===== config.mk =====
export PLATFORM = sky130hd
export DESIGN_NAME = fan_auto_stage_sel
export DESIGN_NICKNAME = d
export VERILOG_FILES = /design/src/rtl/fan_auto_stage_sel.sv
export SDC_FILE = /design/constraint.sdc
export NUM_CORES = 1
export LEC_CHECK = 0
export BUFFER_PORTS_ARGS = -buffer_cell sky130_fd_sc_hd__buf_2
export CAP_MARGIN = 10
export CORE_ASPECT_RATIO = 0.6
export CORE_MARGIN = 5
export CORE_UTILIZATION = 30
export CTS_CLUSTER_DIAMETER = 120
export DETAILED_ROUTE_END_ITERATION = 10
export REMOVE_ABC_BUFFERS = 1
export SYNTH_ARGS = -nofsm -noshare
export SYNTH_HDL_FRONTEND = slang
export SYNTH_SLANG_ARGS = --single-unit

===== constraint.sdc =====
create_clock -name clk -period 5.35 [get_ports clk]
set_clock_uncertainty 0.05 [all_clocks]
set_input_delay 1.07 -clock clk [delete_from_list [all_inputs] [get_ports clk]]
set_output_delay 1.07 -clock clk [all_outputs]
set_load 0.05 [all_outputs]

===== src/rtl/fan_auto_stage_sel.sv =====
// fan_auto_stage_sel: turns validated DHT11 temperature/humidity samples into
// a 0-3 fan stage for the speed controller's stage_auto input. Temperature
// thresholds with hysteresis pick a target stage, a consecutive-sample filter
// confirms it before the base stage moves, humidity adds an unfiltered +1
// boost, and a missing-sample watchdog forces a safe stage.
module fan_auto_stage_sel #(
  parameter int T1          = 26,
  parameter int T2          = 28,
  parameter int T3          = 30,
  parameter int T_HYST      = 1,
  parameter int H_ON        = 80,
  parameter int H_HYST      = 5,
  parameter int CONFIRM     = 3,
  parameter int T_MAX_VALID = 60,
  parameter int TIMEOUT_CYC = 500_000_000,
  parameter int FAULT_STAGE = 2
) (
  input  logic       clk,
  input  logic       reset_n,
  input  logic       auto_en,
  input  logic       sample_valid,
  input  logic [7:0] temp,
  input  logic [7:0] humid,
  output logic [2:0] stage_auto,
  output logic       stage_change,
  output logic       sensor_fault
);

  // Counter widths: the confirmation counter must hold CONFIRM, the watchdog
  // must hold TIMEOUT_CYC where it saturates.
  localparam int CONF_W = (CONFIRM < 2) ? 1 : $clog2(CONFIRM + 1);
  localparam int TO_W   = (TIMEOUT_CYC < 2) ? 1 : $clog2(TIMEOUT_CYC + 1);
  localparam logic [TO_W-1:0] TO_MAX    = TO_W'(TIMEOUT_CYC);
  localparam logic [1:0]      FAULT_STG = 2'(FAULT_STAGE);

  // State registers and their next-state values
  logic [1:0]        base_q,   base_d;
  logic              boost_q,  boost_d;
  logic [1:0]        cand_q,   cand_d;
  logic [CONF_W-1:0] conf_q,   conf_d;
  logic [TO_W-1:0]   to_q,     to_d;
  logic              fault_q,  fault_d;
  logic [2:0]        stage_q,  stage_d;
  logic              change_q, change_d;

  // Decoded sample information
  logic       accepted;
  logic [1:0] upCnt;
  logic [1:0] dnCnt;
  logic [1:0] tgt;
  int         tempVal;
  int         humidVal;

  // Qualify the incoming sample: auto mode on and temperature plausible
  always_comb begin
    tempVal  = int'(temp);
    humidVal = int'(humid);
    accepted = sample_valid && auto_en && (tempVal <= T_MAX_VALID);
  end

  // Count thresholds crossed going up and (with hysteresis) going down
  always_comb begin
    upCnt = 2'd0;
    dnCnt = 2'd0;
    if (tempVal >= T1)          upCnt = upCnt + 2'd1;
    if (tempVal >= T2)          upCnt = upCnt + 2'd1;
    if (tempVal >= T3)          upCnt = upCnt + 2'd1;
    if (tempVal >= T1 - T_HYST) dnCnt = dnCnt + 2'd1;
    if (tempVal >= T2 - T_HYST) dnCnt = dnCnt + 2'd1;
    if (tempVal >= T3 - T_HYST) dnCnt = dnCnt + 2'd1;
  end

  // Pick the target: rise only past a full threshold, fall only below the
  // hysteresis band, otherwise stay where the base stage is
  always_comb begin
    tgt = base_q;
    if (upCnt > base_q) begin
      tgt = upCnt;
    end else if (dnCnt < base_q) begin
      tgt = dnCnt;
    end
  end

  // Next-state for the filter, boost and watchdog
  always_comb begin
    int confNext;
    base_d   = base_q;
    boost_d  = boost_q;
    cand_d   = cand_q;
    conf_d   = conf_q;
    to_d     = to_q;
    fault_d  = fault_q;
    confNext = 0;

    if (!auto_en) begin
      base_d  = 2'd0;
      boost_d = 1'b0;
      cand_d  = 2'd0;
      conf_d  = '0;
      to_d    = '0;
      fault_d = 1'b0;
    end else if (accepted) begin
      to_d    = '0;
      fault_d = 1'b0;

      if (tgt == base_q) begin
        conf_d = '0;
      end else begin
        if (tgt != cand_q) begin
          cand_d   = tgt;
          confNext = 1;
        end else begin
          confNext = int'(conf_q) + 1;
        end
        if (confNext >= CONFIRM) begin
          base_d = tgt;
          conf_d = '0;
        end else begin
          conf_d = CONF_W'(confNext);
        end
      end

      if (humidVal >= H_ON) begin
        boost_d = 1'b1;
      end else if (humidVal < H_ON - H_HYST) begin
        boost_d = 1'b0;
      end
    end else begin
      if (to_q != TO_MAX) begin
        to_d = to_q + TO_W'(1);
      end
      if (to_d == TO_MAX) begin
        fault_d = 1'b1;
      end
    end
  end

  // Output stage from next-state so the registered output has latency 1
  always_comb begin
    logic [2:0] sum;
    sum      = {1'b0, base_d} + {2'b00, boost_d};
    stage_d  = 3'd0;
    if (!auto_en) begin
      stage_d = 3'd0;
    end else if (fault_d) begin
      stage_d = {1'b0, FAULT_STG};
    end else if (sum > 3'd3) begin
      stage_d = 3'd3;
    end else begin
      stage_d = sum;
    end
    change_d = (stage_d != stage_q);
  end

  // State register with synchronous active-low reset
  always_ff @(posedge clk) begin
    if (!reset_n) begin
      base_q   <= 2'd0;
      boost_q  <= 1'b0;
      cand_q   <= 2'd0;
      conf_q   <= '0;
      to_q     <= '0;
      fault_q  <= 1'b0;
      stage_q  <= 3'd0;
      change_q <= 1'b0;
    end else begin
      base_q   <= base_d;
      boost_q  <= boost_d;
      cand_q   <= cand_d;
      conf_q   <= conf_d;
      to_q     <= to_d;
      fault_q  <= fault_d;
      stage_q  <= stage_d;
      change_q <= change_d;
    end
  end

  assign stage_auto   = stage_q;
  assign stage_change = change_q;
  assign sensor_fault = fault_q;

endmodule


==> impl_metrics.yaml <==
drt:
  drt_iter0_markers: 180
  detail-route-antenna-nets: 0
  avgViaCountPerCell: 5.14
  vias: 2567
  drcViolationCount: 0
  drtPass1Iterations: 5
  totalWireLength_mm: 6.64
  post_drt_wl_per_cell_um: 13.3
global_route:
  grt_max_degree: 29
  grtUsageMet3_pct: 3.97
  grt_overflow: 0
  grt_pass1_vias: 2203
  grt_pass1_wl_mm: 11.1
  grt.busiest_layer: "met1"
  grt.total_usage_pct: 11.8
  grt_antenna_before_repair: 0
  grt_use_met2_pct: 15.6
  grtUsageMet1_pct: 17.8
cts:
  cts.sinks: 41
  cts_tree: "yes"
  cts_buffer_depth: 2
  clockRootBuffer: "clkbuf_16"
  cts_buffers: 5
  insertion_delay_ns: 0.29
  htree_levels: 2
  cts_hold_buf: 0
  clk_pin_slew_worst_paths_ns: 0.06
floorplan:
  die_w_um: 135
  coreArea_sq_mm: 0.00919
  die_h_um: 85.2
  rows: 27
  io-pin-count: 25
  start_util_pct: 30.8
  die_area_sq_mm: 0.0115
placement:
  gp_congestion: 0.877
  dp_hpwl_mm: 5.03
  io_buffers: 24
sta:
  finalHoldViolations: 0
  slew_viol_final: 0
  finalCriticalPeriod_ns: 4.88
  relSlewSlack_pct: 26.7
  max_freq_mhz: 205
  setup_tns_ns: 0
  worst_pin_slew_ns: 1.10
  rsz0062_at_grt: "false"
  setup_viol: 0
  timing.final.crit_share_pct: 91.3
synthesis:
  syn_inst: 352
  synth_edf_count: 0
  synth_top_flop_cell: "dfxtp_1"
  ys_types: 63
  postSynthAreaPerCell_sq_um: 8.04
  synthArstFlopShare_pct: 0
  yosysSeqAreaShare_pct: 29.0
  synth_warnings: 0
  synth_area_sq_mm: 0.00283
  yosys_register_bits: 41
setup_path:
  arrival_ns: 5.02
  cp-start-kind: "input pin"
  path_buf_inv: 2
  r2r_slack_ns: 1.76
  path_max_fanout: 6
  crit_family: "simple AND/OR/NAND/NOR gates"
  reg2reg_to: "stage_change"
  worstSetupPathType: "input pin to flop"
  crit_chain: "buf_2 -> nor3_2 -> nand2_1 -> inv_1 -> nand2b_1 -> ha_1 -> nor3_1 -> a21oi_1 -> ha_1 -> nor2b_1 -> o21ai_2 -> mux2_2 -> nor2_1 -> nor2_1 -> nor4_2 -> mux2i_1 -> nor2_1 -> ha_1 -> nand2_1 -> mux2i_1 -> o311ai_4 -> xnor2_1 -> o31a_1"
  critPathSlowestCell: "mux2_2"
  required_ns: 5.48
  critPathMaxStageDelay_ns: 0.41
  worst_setup_path_end_kind: "flop"
  rr_startpoint: "base_q[1]"
  reg2reg_depth: 16
power:
  p_int_mw: 0.511
  pwr-share-seq_pct: 47.0
  p_leak_nw: 1.18
  clkPwrFrac_pct: 45.3
  swShare_pct: 22.5
  switching_power_mw: 0.148
  power.share.combinational_pct: 7.7
  ir_drop_uv: 150
  p_per_area_mw_per_mm2: 206
min_path:
  holdPathStages: 1
  min_to: "stage_change"
  min-delay-start: "stage_auto[2]"
  min_path_type: "flop to flop"
layout:
  area_delta_synth_final_pct: 13.2
  final_nets: 401
  layout-drive-gt1-share_pct: 12.7
  post-route-util_pct: 34.9
  antenna_cells: 0
outcome:
  status: "finished clean"
job:
  cap_violations: 0
state kept, by name (all words and copies together) (netlist names):
register      flops
to_q             29
stage_auto        3
base_q            2
cand_q            2
conf_q            2
boost_q           1
sensor_fault      1
stage_change      1
worst reg2reg max path: stages, from the launching register on:
cell and delay, ns:
dfxtp_1 0.42, inv_1 0.12, ha_1 0.32, nor2b_1 0.15
o21ai_2 0.14, mux2_2 0.41, nor2_1 0.16, nor2_1 0.09
nor4_2 0.25, mux2i_1 0.27, nor2_1 0.07, ha_1 0.21
nand2_1 0.09, mux2i_1 0.10, o311ai_4 0.31, xnor2_1 0.10
o31a_1 0.23
cells in the final DEF (no fill, tap or decap), drive strengths merged, types with 2 or more instances in the layout:
| cell type | netlist | final |
|---|---|---|
| o22ai | 2 | 2 |
| nor2b | 3 | 3 |
| dfxtp | 41 | 41 |
| xor2 | 16 | 16 |
| o31a | 3 | 3 |
| o21ai | 10 | 10 |
| nor4 | 11 | 11 |
| nand2b | 8 | 8 |
| ha | 12 | 12 |
| nor3b | 4 | 4 |
| inv | 15 | 15 |
| or4 | 2 | 2 |
| and4 | 7 | 7 |
| nor2 | 58 | 58 |
| or3 | 4 | 4 |
| nand3b | 2 | 2 |
| nand4b | 2 | 2 |
| xnor2 | 19 | 19 |
| o211ai | 2 | 2 |
| a21oi | 11 | 11 |
| mux2 | 2 | 2 |
| buf | 13 | 28 |
| and2 | 3 | 3 |
| mux2i | 9 | 9 |
| nand4 | 10 | 10 |
| nor3 | 6 | 6 |
| nand2 | 23 | 23 |
| o21a | 2 | 2 |
| and3 | 7 | 7 |
| nand3 | 18 | 18 |
| clkbuf | 5 | 7 |
logic make-up (layout without fill, tap and decap cells):
group,after synthesis,in the layout,share of synthesized area (%)
and+or+nand+nor,171,171,31.6
AOI/OAI and AO/OA,48,48,13.3
DFF,41,41,29.0
xor gates and xnor gates,35,35,10.8
buffers and inverters,33,50,5.39
adders and majority gates,12,12,5.30
muxes,11,11,4.42
other,1,1,0.132
worst max path at each step:
stage                  from            to  slack, ns  cells past startpoint
global route        temp[6]  stage_change       0.04                     23
finish              temp[6]  stage_change       0.47                     23
detailed placement  temp[6]  stage_change       0.06                     23
floorplan           temp[6]  stage_change       0.40                     22
global placement    temp[6]  stage_change       0.19                     23
CTS                 temp[6]  stage_change       0.35                     23
metal layers:
metal,wire length (um),vias up
met3,474,7
met5,0,-
li1,-,1286
met2,2550,83
met1,3540,1191
met4,75,0
Yosys cell counts, types with 2 or more instances:
cell type / n / area share (%)
xor2_1: 16 / 5.0
mux2_2: 2 / 0.80
clkbuf_1: 4 / 0.53
o21ai_1: 2 / 0.35
nand2_1: 23 / 3.1
dfxtp_1: 41 / 29
xnor2_1: 19 / 5.9
o211ai_1: 2 / 0.53
mux2i_1: 8 / 2.8
o21ai_0: 8 / 1.4
and2_1: 3 / 0.66
nor2b_1: 3 / 0.66
nand3_1: 17 / 3.0
buf_2: 10 / 1.8
nand4b_1: 2 / 0.62
a21oi_1: 10 / 1.8
inv_1: 15 / 2.0
or3_1: 3 / 0.66
nand2b_1: 8 / 1.8
nand4_1: 10 / 2.2
o21a_1: 2 / 0.53
buf_4: 2 / 0.53
and4_1: 7 / 2.2
nor2_1: 58 / 7.7
nor3_1: 6 / 1.1
nor4_1: 11 / 2.4
or4_1: 2 / 0.53
nor3b_1: 4 / 1.1
o31a_1: 3 / 0.93
nand3b_1: 2 / 0.53
and3_1: 6 / 1.3
ha_1: 12 / 5.3
power groups by stage:
stage	combinational [mW]	sequential [mW]	clock, mW
floorplan	0.0272	0.319	0
global placement	0.0489	0.316	0
detailed placement	0.0497	0.316	0
CTS	0.0500	0.310	0.308
global route	0.0569	0.310	0.318
finish	0.0507	0.310	0.299
through the flow:
stage / cell area, sq um / hold slack [ns] / cells / power (mW) / setup slack (ns)
after floorplan: 2730 / 0.396 / 334 / 0.346 / 0.396
after global placement: 3040 / 0.405 / 491 / 0.365 / 0.191
after detailed placement: 3040 / 0.413 / 491 / 0.366 / 0.0620
after CTS: 3180 / 0.419 / 498 / 0.667 / 0.349
after global routing: 3200 / 0.454 / 499 / 0.684 / 0.0407
final: 3200 / 0.417 / 499 / 0.659 / 0.467
timing repair:
item / CTS / global route
gates resized for setup: 0 / 3
buffers inserted: 0 / 1
setup endpoints to repair: 0 / 1
cell type report:
class | count | area (sq um)
multi-input combinational | 278 | 1870
clock buffer | 7 | 143
sequential | 41 | 821
timing repair buffer | 28 | 150
tap | 130 | 163
fill | 999 | 5980
inverter | 15 | 56.3
(Power assumes the default switching activity.)
